==> src/rtl/addsub_arbiter_pkg.sv <==
// Shared definitions for the two-requester add/subtract arbiter.
// Holds the opcode encodings, the FSM state type and the default widths
// used by addsub_core and addsub_arbiter.
package addsub_arbiter_pkg;

   localparam int WIDTH_DEF = 4;
   localparam int OPW_DEF   = 2;

   localparam logic [1:0] OP_ADD = 2'b01;
   localparam logic [1:0] OP_SUB = 2'b10;

   typedef enum logic [1:0] {
      IDLE = 2'd0,
      EXEC = 2'd1,
      RESP = 2'd2
   } state_t;

endpackage

==> src/rtl/addsub_core.sv <==
// Combinational add/subtract datapath shared by both requesters.
// Ports:
//   op  - opcode (OP_ADD / OP_SUB, anything else is reserved)
//   a,b - unsigned operands, also interpreted as two's complement for ovf
//   y   - WIDTH+1 result: carry-out on add, borrow on sub
//   ovf - signed two's-complement overflow
//   err - reserved opcode seen (y and ovf forced to 0)
module addsub_core
   import addsub_arbiter_pkg::*;
#(
   parameter int WIDTH = WIDTH_DEF,
   parameter int OPW   = OPW_DEF
) (
   input  logic [OPW-1:0]   op,
   input  logic [WIDTH-1:0] a,
   input  logic [WIDTH-1:0] b,
   output logic [WIDTH:0]   y,
   output logic             ovf,
   output logic             err
);

   logic [WIDTH:0] sum;
   logic [WIDTH:0] diff;

   // Zero-extended arithmetic: the top bit of diff is the borrow (a < b).
   assign sum  = {1'b0, a} + {1'b0, b};
   assign diff = {1'b0, a} - {1'b0, b};

   always_comb begin
      y   = '0;
      ovf = 1'b0;
      err = 1'b0;
      if (op == OPW'(OP_ADD)) begin
         y   = sum;
         ovf = (a[WIDTH-1] == b[WIDTH-1]) && (sum[WIDTH-1] != a[WIDTH-1]);
      end else if (op == OPW'(OP_SUB)) begin
         y   = diff;
         ovf = (a[WIDTH-1] != b[WIDTH-1]) && (diff[WIDTH-1] != a[WIDTH-1]);
      end else begin
         err = 1'b1;
      end
   end

endmodule

==> src/rtl/addsub_arbiter.sv <==
// Round-robin arbiter sharing one addsub_core between two requesters.
// Each operation runs IDLE (grant/capture) -> EXEC (compute/register)
// -> RESP (hold result until the owner accepts it).
// Ports:
//   clk, rst          - clock and synchronous active-high reset
//   reqN_valid/ready  - operation handshake (ready is combinational in IDLE)
//   reqN_op/a/b       - opcode and operands
//   rspN_valid/ready  - result handshake
//   rspN_y/ovf/err    - result registers, held after valid drops
//   busy              - an operation is in flight
module addsub_arbiter
   import addsub_arbiter_pkg::*;
#(
   parameter int WIDTH = WIDTH_DEF,
   parameter int OPW   = OPW_DEF
) (
   input  logic             clk,
   input  logic             rst,
   input  logic             req0_valid,
   output logic             req0_ready,
   input  logic [OPW-1:0]   req0_op,
   input  logic [WIDTH-1:0] req0_a,
   input  logic [WIDTH-1:0] req0_b,
   output logic             rsp0_valid,
   input  logic             rsp0_ready,
   output logic [WIDTH:0]   rsp0_y,
   output logic             rsp0_ovf,
   output logic             rsp0_err,
   input  logic             req1_valid,
   output logic             req1_ready,
   input  logic [OPW-1:0]   req1_op,
   input  logic [WIDTH-1:0] req1_a,
   input  logic [WIDTH-1:0] req1_b,
   output logic             rsp1_valid,
   input  logic             rsp1_ready,
   output logic [WIDTH:0]   rsp1_y,
   output logic             rsp1_ovf,
   output logic             rsp1_err,
   output logic             busy
);

   state_t           state;
   logic             rr;       // preferred requester when both are valid
   logic             owner;    // requester whose op is in flight
   logic [OPW-1:0]   cap_op;
   logic [WIDTH-1:0] cap_a;
   logic [WIDTH-1:0] cap_b;

   logic             any_valid;
   logic             grant;
   logic             owner_rsp_ready;
   logic [WIDTH:0]   core_y;
   logic             core_ovf;
   logic             core_err;

   assign any_valid = req0_valid | req1_valid;
   // Pointer only matters on contention; otherwise the sole valid side wins.
   assign grant     = (req0_valid && req1_valid) ? rr : req1_valid;

   // Gated by rst so nothing is accepted while reset is held.
   assign req0_ready = !rst && (state == IDLE) && any_valid && !grant;
   assign req1_ready = !rst && (state == IDLE) && any_valid &&  grant;

   assign owner_rsp_ready = owner ? rsp1_ready : rsp0_ready;
   assign busy            = (state != IDLE);

   addsub_core #(.WIDTH(WIDTH), .OPW(OPW)) u_core (
      .op  (cap_op),
      .a   (cap_a),
      .b   (cap_b),
      .y   (core_y),
      .ovf (core_ovf),
      .err (core_err)
   );

   always_ff @(posedge clk) begin
      if (rst) begin
         state      <= IDLE;
         rr         <= 1'b0;
         owner      <= 1'b0;
         cap_op     <= '0;
         cap_a      <= '0;
         cap_b      <= '0;
         rsp0_valid <= 1'b0;
         rsp0_y     <= '0;
         rsp0_ovf   <= 1'b0;
         rsp0_err   <= 1'b0;
         rsp1_valid <= 1'b0;
         rsp1_y     <= '0;
         rsp1_ovf   <= 1'b0;
         rsp1_err   <= 1'b0;
      end else begin
         case (state)
            IDLE: begin
               if (any_valid) begin
                  owner  <= grant;
                  cap_op <= grant ? req1_op : req0_op;
                  cap_a  <= grant ? req1_a  : req0_a;
                  cap_b  <= grant ? req1_b  : req0_b;
                  rr     <= ~grant;
                  state  <= EXEC;
               end
            end
            EXEC: begin
               // Only the owner's result registers change; the other side holds.
               if (owner) begin
                  rsp1_y     <= core_y;
                  rsp1_ovf   <= core_ovf;
                  rsp1_err   <= core_err;
                  rsp1_valid <= 1'b1;
               end else begin
                  rsp0_y     <= core_y;
                  rsp0_ovf   <= core_ovf;
                  rsp0_err   <= core_err;
                  rsp0_valid <= 1'b1;
               end
               state <= RESP;
            end
            RESP: begin
               if (owner_rsp_ready) begin
                  rsp0_valid <= 1'b0;
                  rsp1_valid <= 1'b0;
                  state      <= IDLE;
               end
            end
            default: state <= IDLE;
         endcase
      end
   end

endmodule

==> config.mk <==
export PLATFORM = sky130hd
export DESIGN_NAME = addsub_arbiter
export DESIGN_NICKNAME = d
export VERILOG_FILES = /design/src/rtl/addsub_arbiter_pkg.sv /design/src/rtl/addsub_core.sv /design/src/rtl/addsub_arbiter.sv
export SDC_FILE = /design/constraint.sdc
export NUM_CORES = 1
export LEC_CHECK = 0
export BUFFER_PORTS_ARGS = -buffer_cell sky130_fd_sc_hd__buf_2
export CAP_MARGIN = 20
export CORE_ASPECT_RATIO = 1.2
export CORE_MARGIN = 3
export CORE_UTILIZATION = 49
export CTS_BUF_LIST = sky130_fd_sc_hd__clkbuf_8
export DETAILED_ROUTE_END_ITERATION = 16
export PLACE_DENSITY = 0.78
export SKIP_LAST_GASP = 1
export SYNTH_ARGS = -nofsm -noshare
export SYNTH_HDL_FRONTEND = slang
export SYNTH_HIERARCHICAL = 1
export SYNTH_SLANG_ARGS = --single-unit
==> constraint.sdc <==
create_clock -name clk -period 1.75 [get_ports clk]
set_clock_uncertainty 0.15 [all_clocks]
set_input_delay 0 -clock clk [delete_from_list [all_inputs] [get_ports clk]]
set_output_delay 0 -clock clk [all_outputs]
set_load 0.05 [all_outputs]
==> results.toml, run 1 <==
[grt]
overflow = 0
grt_antenna_before_repair = 0
grt_start_max_net_pins = 33
grt.total_usage = 0.232
grt_pass1_vias = 1700
grt_first_pass_wirelength_mm = 7.60

[run_status]
failed_checks = "setup timing"
status = "finished, violations left"

[critical_path]
cp_slowest_stage_delay_ns = 0.37
cp.arrival_ns = 1.80
start_kind = "flop"
worstPathCellList = "inv_2, ha_4, fa_2, nor2b_1, o21ai_1, a22o_1, mux2i_1, nor2_1"
critPathRequiredTime_ns = 1.74
end_kind = "flop"
crit_family = "adder cells"
crit_slowest_cell = "dfxtp_4"
critPathMaxFanout = 3
crit_type = "reg2reg"
crit_buf_inv = 1

[synthesis]
ys_ff_latch = 30
synth_nets = 228
syn_area_um2 = 1750
ys_warn_count = 6
synth_edf_count = 0
synthFlopType = "dfxtp_1"
yosysMostFrequentCell = "dfxtp_1"
yosysSeqAreaShare = 0.343
synth.largest_area_cell = "dfxtp_1"
synthCells = 190
avgSynthCellArea_um2 = 9.23
postSynth.asyncResetShare = 0
ys_types = 42
synth_top_area_frac = 0.343
ys_top_cells_by_area = "dfxtp_1, mux2i_1, ha_1"
synthTopCellsByCount = "dfxtp_1, nor2_1, a21oi_1, mux2i_1"

[route]
ant_nets = 0
remaining_drc_errors = 0
wl_per_cell_um = 15.6
vias = 1709
dr.first_iter.drc_count = 35
vias_per_cell = 5.58
dr.pass1.iters = 4
wirelength_mm = 4.77

[floorplan]
rows = 23
io_pins = 45
die_h_um = 71.5
core_area_um2 = 3400
start_util = 0.516
die_area_um2 = 4330
die_x_um = 60.6

[placed_design]
numPortBuffers = 44
pre_cts_slack_ns = -0.125
dp_hpwl_mm = 2.90
gp_congestion = 0.833

[timing]
fin_tns_setup_ns = -0.163
min_period_ns = 1.81
worstMarginPinSlew_ns = 0.678
max_freq_mhz = 553
grt_setup_unrepaired = "true"
slew_viol_final = 0
setup_viol = 6
slew_headroom = 0.548
hold_violations = 0
setup_ws_ns = -0.0594
finalCritPeriodShare = 1.03

[clocking]
ctsRootBufferMaster = "clkbuf_8"
clk_latency_ns = 0.28
clock_sinks = 30
htreeDepth = 2
cts.path.max_buffers = 2
path_clk_slew_ns = 0.06
cts_tree = "built"
cts_made_buffers = 5

[power]
p_leak_nw = 1.12
power.switching_w = 0.000769
ir_drop_mv = 0.569
p_sw_frac = 0.330
power_frac_seq = 0.340
power_frac_comb = 0.357
p_per_area_nw_per_um2 = 907
p_clk_frac = 0.303
p_int_w = 0.00156

[cells_and_area]
diodes = 0
nets = 307
area_delta_synth_final_pct = 46.8
layout-drive-gt1-share = 0.420

[run]
drv_cap = 0

[min_path]
hp-class = "in2reg"
==> per-stage QoR <==
stage / hold WS, ns / cell area, µm² / utilization / std cells / total power, W
2_1_floorplan: -0.0779 / 1800 / - / 190 / 0.00132
3_3_place_gp: 0.151 / 2110 / 0.620 / 274 / 0.00148
3_5_place_dp: 0.147 / 2110 / 0.620 / 274 / 0.00149
4_1_cts: 0.0396 / 2500 / 0.737 / 305 / 0.00228
5_1_grt: 0.0669 / 2570 / 0.758 / 306 / 0.00244
6_report: 0.0561 / 2570 / 0.758 / 306 / 0.00233
==> registers in the layout (all words and copies together) (netlist names), 2 cells and up <==
name,count
cap_a,4
cap_b,4
rsp1_y,5
rsp0_y,5
cap_op,2
state,2
==> power groups by stage <==
stage	clock, W	sequential, W	combinational, W
2_1_floorplan	0	0.000856	0.000462
3_3_place_gp	0	0.000793	0.000687
3_5_place_dp	0	0.000795	0.000698
4_1_cts	0.000719	0.000788	0.000774
5_1_grt	0.000745	0.000801	0.000895
6_report	0.000707	0.000793	0.000833
==> metal layers <==
| metal | routed length, µm | global-route usage | vias up |
|---|---|---|---|
| met1 | 1890 | 0.252 | 811 |
| met5 | 0 | 0 | - |
| met4 | 115 | 0.0964 | 0 |
| li1 | - | - | 832 |
| met2 | 2530 | 0.417 | 58 |
| met3 | 229 | 0.0541 | 8 |
==> worst min-delay path: cells and delay by family <==
kind / cells / cell delay [ns]
buffers and inverters: 2 / 0.28
AND/OR/NAND/NOR: 1 / 0.08
AO/OA/AOI/OAI: 1 / 0.08
==> cells in the final DEF, fill, tap and decap left out, drive strengths merged, types with 2 or more instances in the layout <==
cell type	n
buf	60
dfxtp	30
nor2	25
dlygate4sd3	23
a21oi	17
o21ai	16
mux2i	15
inv	12
nand3	11
a311oi	10
ha	10
clkbuf	6
nand2	5
nor2b	3
nor3b	3
a211oi	2
nand3b	2
fa	2
nand2b	2
==> path summary, 6_finish.rpt <==
check                                               to                   start  cells after the start  slack [ns]
worst max-delay path            rsp0_y[4]$_SDFFE_PP0P_   cap_a[0]$_SDFFE_PP0P_                      8       -0.06
worst min-delay path             cap_b[2]$_SDFFE_PP0P_              req1_valid                      4        0.06
worst max register to register  rsp0_y[4]$_SDFFE_PP0P_   cap_a[0]$_SDFFE_PP0P_                      8       -0.06
worst min register to register  rsp0_y[1]$_SDFFE_PP0P_  rsp0_y[1]$_SDFFE_PP0P_                      2        0.34
==> area by class of cell <==
| class | count | area [µm²] |
|---|---|---|
| flip-flops and latches | 30 | 617 |
| inverters | 12 | 45.0 |
| well taps | 37 | 46.3 |
| multi-input cells | 137 | 1170 |
| repair buffers | 83 | 578 |
| clock inverters | 1 | 30.0 |
| fillers | 235 | 822 |
| clock buffers | 6 | 82.6 |
==> what timing repair did <==
item	CTS	global route
endpoints found under the hold margin	13	0
buffers inserted	2	1
resized for setup	18	14
hold buffers	23	0
pin swaps	7	4
setup endpoints to repair	9	12
==> cell families (layout without fill, tap and decap cells) <==
logic type               after synthesis  after routing  synth area share
AND/OR/NAND/NOR                       55             55             0.176
AO/OA/AOI/OAI                         53             53             0.228
flip-flops                            30             30             0.343
buffers and inverters                 23            102            0.0628
multiplexers                          15             15            0.0857
adder cells (fa/ha/maj)               12             12            0.0942
XOR/XNOR                               2              2           0.00999
Note: power is estimated with default switching activity, not from simulation.
==> run 2, diff against run 1 <==
--- a/config.mk
+++ b/config.mk
@@ -9,10 +9,10 @@
 export CAP_MARGIN = 20
 export CORE_ASPECT_RATIO = 1.2
 export CORE_MARGIN = 3
-export CORE_UTILIZATION = 49
+export CORE_UTILIZATION = 59
 export CTS_BUF_LIST = sky130_fd_sc_hd__clkbuf_8
 export DETAILED_ROUTE_END_ITERATION = 16
-export PLACE_DENSITY = 0.78
+export PLACE_DENSITY = 0.88
 export SKIP_LAST_GASP = 1
 export SYNTH_ARGS = -nofsm -noshare
 export SYNTH_HDL_FRONTEND = slang
==> constraint.sdc (replaced) <==
create_clock -name clk -period 2.3 [get_ports clk]
set_clock_uncertainty 0.15 [all_clocks]
set_input_delay 0 -clock clk [delete_from_list [all_inputs] [get_ports clk]]
set_output_delay 0 -clock clk [all_outputs]
set_load 0.05 [all_outputs]
==> results.toml, run 2 (synthesized netlist as in run 1, its figures left out) <==
[timing]
whs_ns = 0.0797
slew_headroom = 0.562
max_freq_mhz = 472
min_period_ns = 2.12
slew_viol_final = 0
setup_viol = 0
fin_tns_setup_ns = 0
hold_violations = 0
worstMarginPinSlew_ns = 0.656
finalCritPeriodShare = 0.921
grt_setup_unrepaired = "false"

[floorplan]
rows = 21
start_util = 0.623
die_area_um2 = 3660
core_area_um2 = 2810
die_h_um = 65.7
die_x_um = 55.8
io_pins = 45

[clocking]
path_clk_slew_ns = 0.07
cts-resized-gates = 0
clk_latency_ns = 0.28
ctsRootBufferMaster = "clkbuf_8"
postCtsHoldBufs = 28
cts_made_buffers = 5
htreeDepth = 2
cts.path.max_buffers = 2
cts_tree = "built"
post_cts_buffers = 0
clock_sinks = 30

[placed_design]
numPortBuffers = 44
gp_congestion = 1.03
dp_hpwl_mm = 2.82

[critical_path]
cp_slowest_stage_delay_ns = 0.59
critPathMaxFanout = 15
crit_top_cell = "dlygate4sd3_1"
crit_slowest_cell = "dlygate4sd3_1"
crit_buf_inv = 3
r2r_cells = 5
crit_type = "in2reg"
worstPathCellList = "dlygate4sd3_1, buf_2, or2_1, a21oi_1, a311oi_2, dlygate4sd3_1"
crit_family = "buffers and inverters"
worstSetupPathDepth = 6
cp.arrival_ns = 2.19
end_kind = "flop"
critPathRequiredTime_ns = 2.38
start_kind = "input pin"

[grt]
grt_antenna_before_repair = 0
met1_usage = 0.281
grt_pass1_vias = 1817
grt.busiest_layer = "met2"
grt.total_usage = 0.287
grt_use_met3 = 0.0766
grtUsageMet2 = 0.538
grt_first_pass_wirelength_mm = 8.07
grt_start_max_net_pins = 33
overflow = 0

[power]
ir_drop_mv = 0.551
p_per_area_nw_per_um2 = 705
p_leak_nw = 1.05

[cells_and_area]
seq_area_um2 = 601
nets = 297
diodes = 0
layout-drive-gt1-share = 0.273
mostFrequentLayoutCells = "buf_2, dfxtp_1, dlygate4sd3_1"
fillers = 171
multi_input_area_um2 = 1050
area_delta_synth_final_pct = 34.3
layout_commonest_cell = "buf_2"
top_regs = "rsp0_y: 5 flops, rsp1_y: 5 flops"

[run]
drv_cap = 0

[run_status]
status = "finished, final reports clean"

[route]
dr.first_iter.drc_count = 61
dr.pass1.iters = 4
ant_nets = 0
vias_per_cell = 5.82
wirelength_mm = 4.76
remaining_drc_errors = 0
vias = 1710
wl_per_cell_um = 16.2

[min_path]
hp-class = "in2reg"
worstHoldPathCells = 2
-- run 2: cell count changes in the layout (fill, tap and decap cells not counted), sizes merged --
cell         before  now
clkinv            0    2
buf              60   45
dlygate4sd3      23   28
clkbuf            6    5
-- run 2: cell type report --
cell class,instances,area share
Clock buffer,5,0.0292
Clock inverter,3,0.0170
Inverter,12,0.0191
Multi-Input combinational cell,137,0.446
Sequential cell,30,0.255
Tap cell,34,0.0181
Timing Repair Buffer,73,0.216
-- run 2: layer usage --
metal | part of all wire | routed length, µm
met1 | 0.38 | 1800
met2 | 0.52 | 2480
met3 | 0.057 | 272
met4 | 0.044 | 211
met5 | 0 | 0
-- run 2: metrics by stage --
stage | instances | instance area, µm² | power, W | setup WS, ns | util
floorplan | 190 | 1760 | 0.000982 | 0.223 | -
finish | 294 | 2350 | 0.00166 | 0.182 | 0.837
global route | 294 | 2350 | 0.00174 | 0.0319 | 0.837
CTS | 294 | 2350 | 0.00163 | 0.236 | 0.837
detailed placement | 258 | 1960 | 0.00108 | 0.216 | 0.699
global placement | 258 | 1960 | 0.00107 | 0.312 | 0.699
-- run 2: where the power goes --
group / internal (W) / switching [W]
clock: 0.000318 / 0.000201
combinational: 0.000218 / 0.000317
sequential: 0.000562 / 0.0000425
total: 0.00110 / 0.000561
-- run 2: path summary, 6_finish.rpt --
check	start	end	slack [ns]
max reg2reg	state[0]$_SDFFE_PP0P_	cap_op[1]$_SDFFE_PP0P_	0.20
min	rst	rsp1_y[0]$_SDFFE_PP0P_	0.08
min reg2reg	rsp1_y[0]$_SDFFE_PP0P_	rsp1_y[0]$_SDFFE_PP0P_	0.34
max	req1_valid	cap_op[1]$_SDFFE_PP0P_	0.18
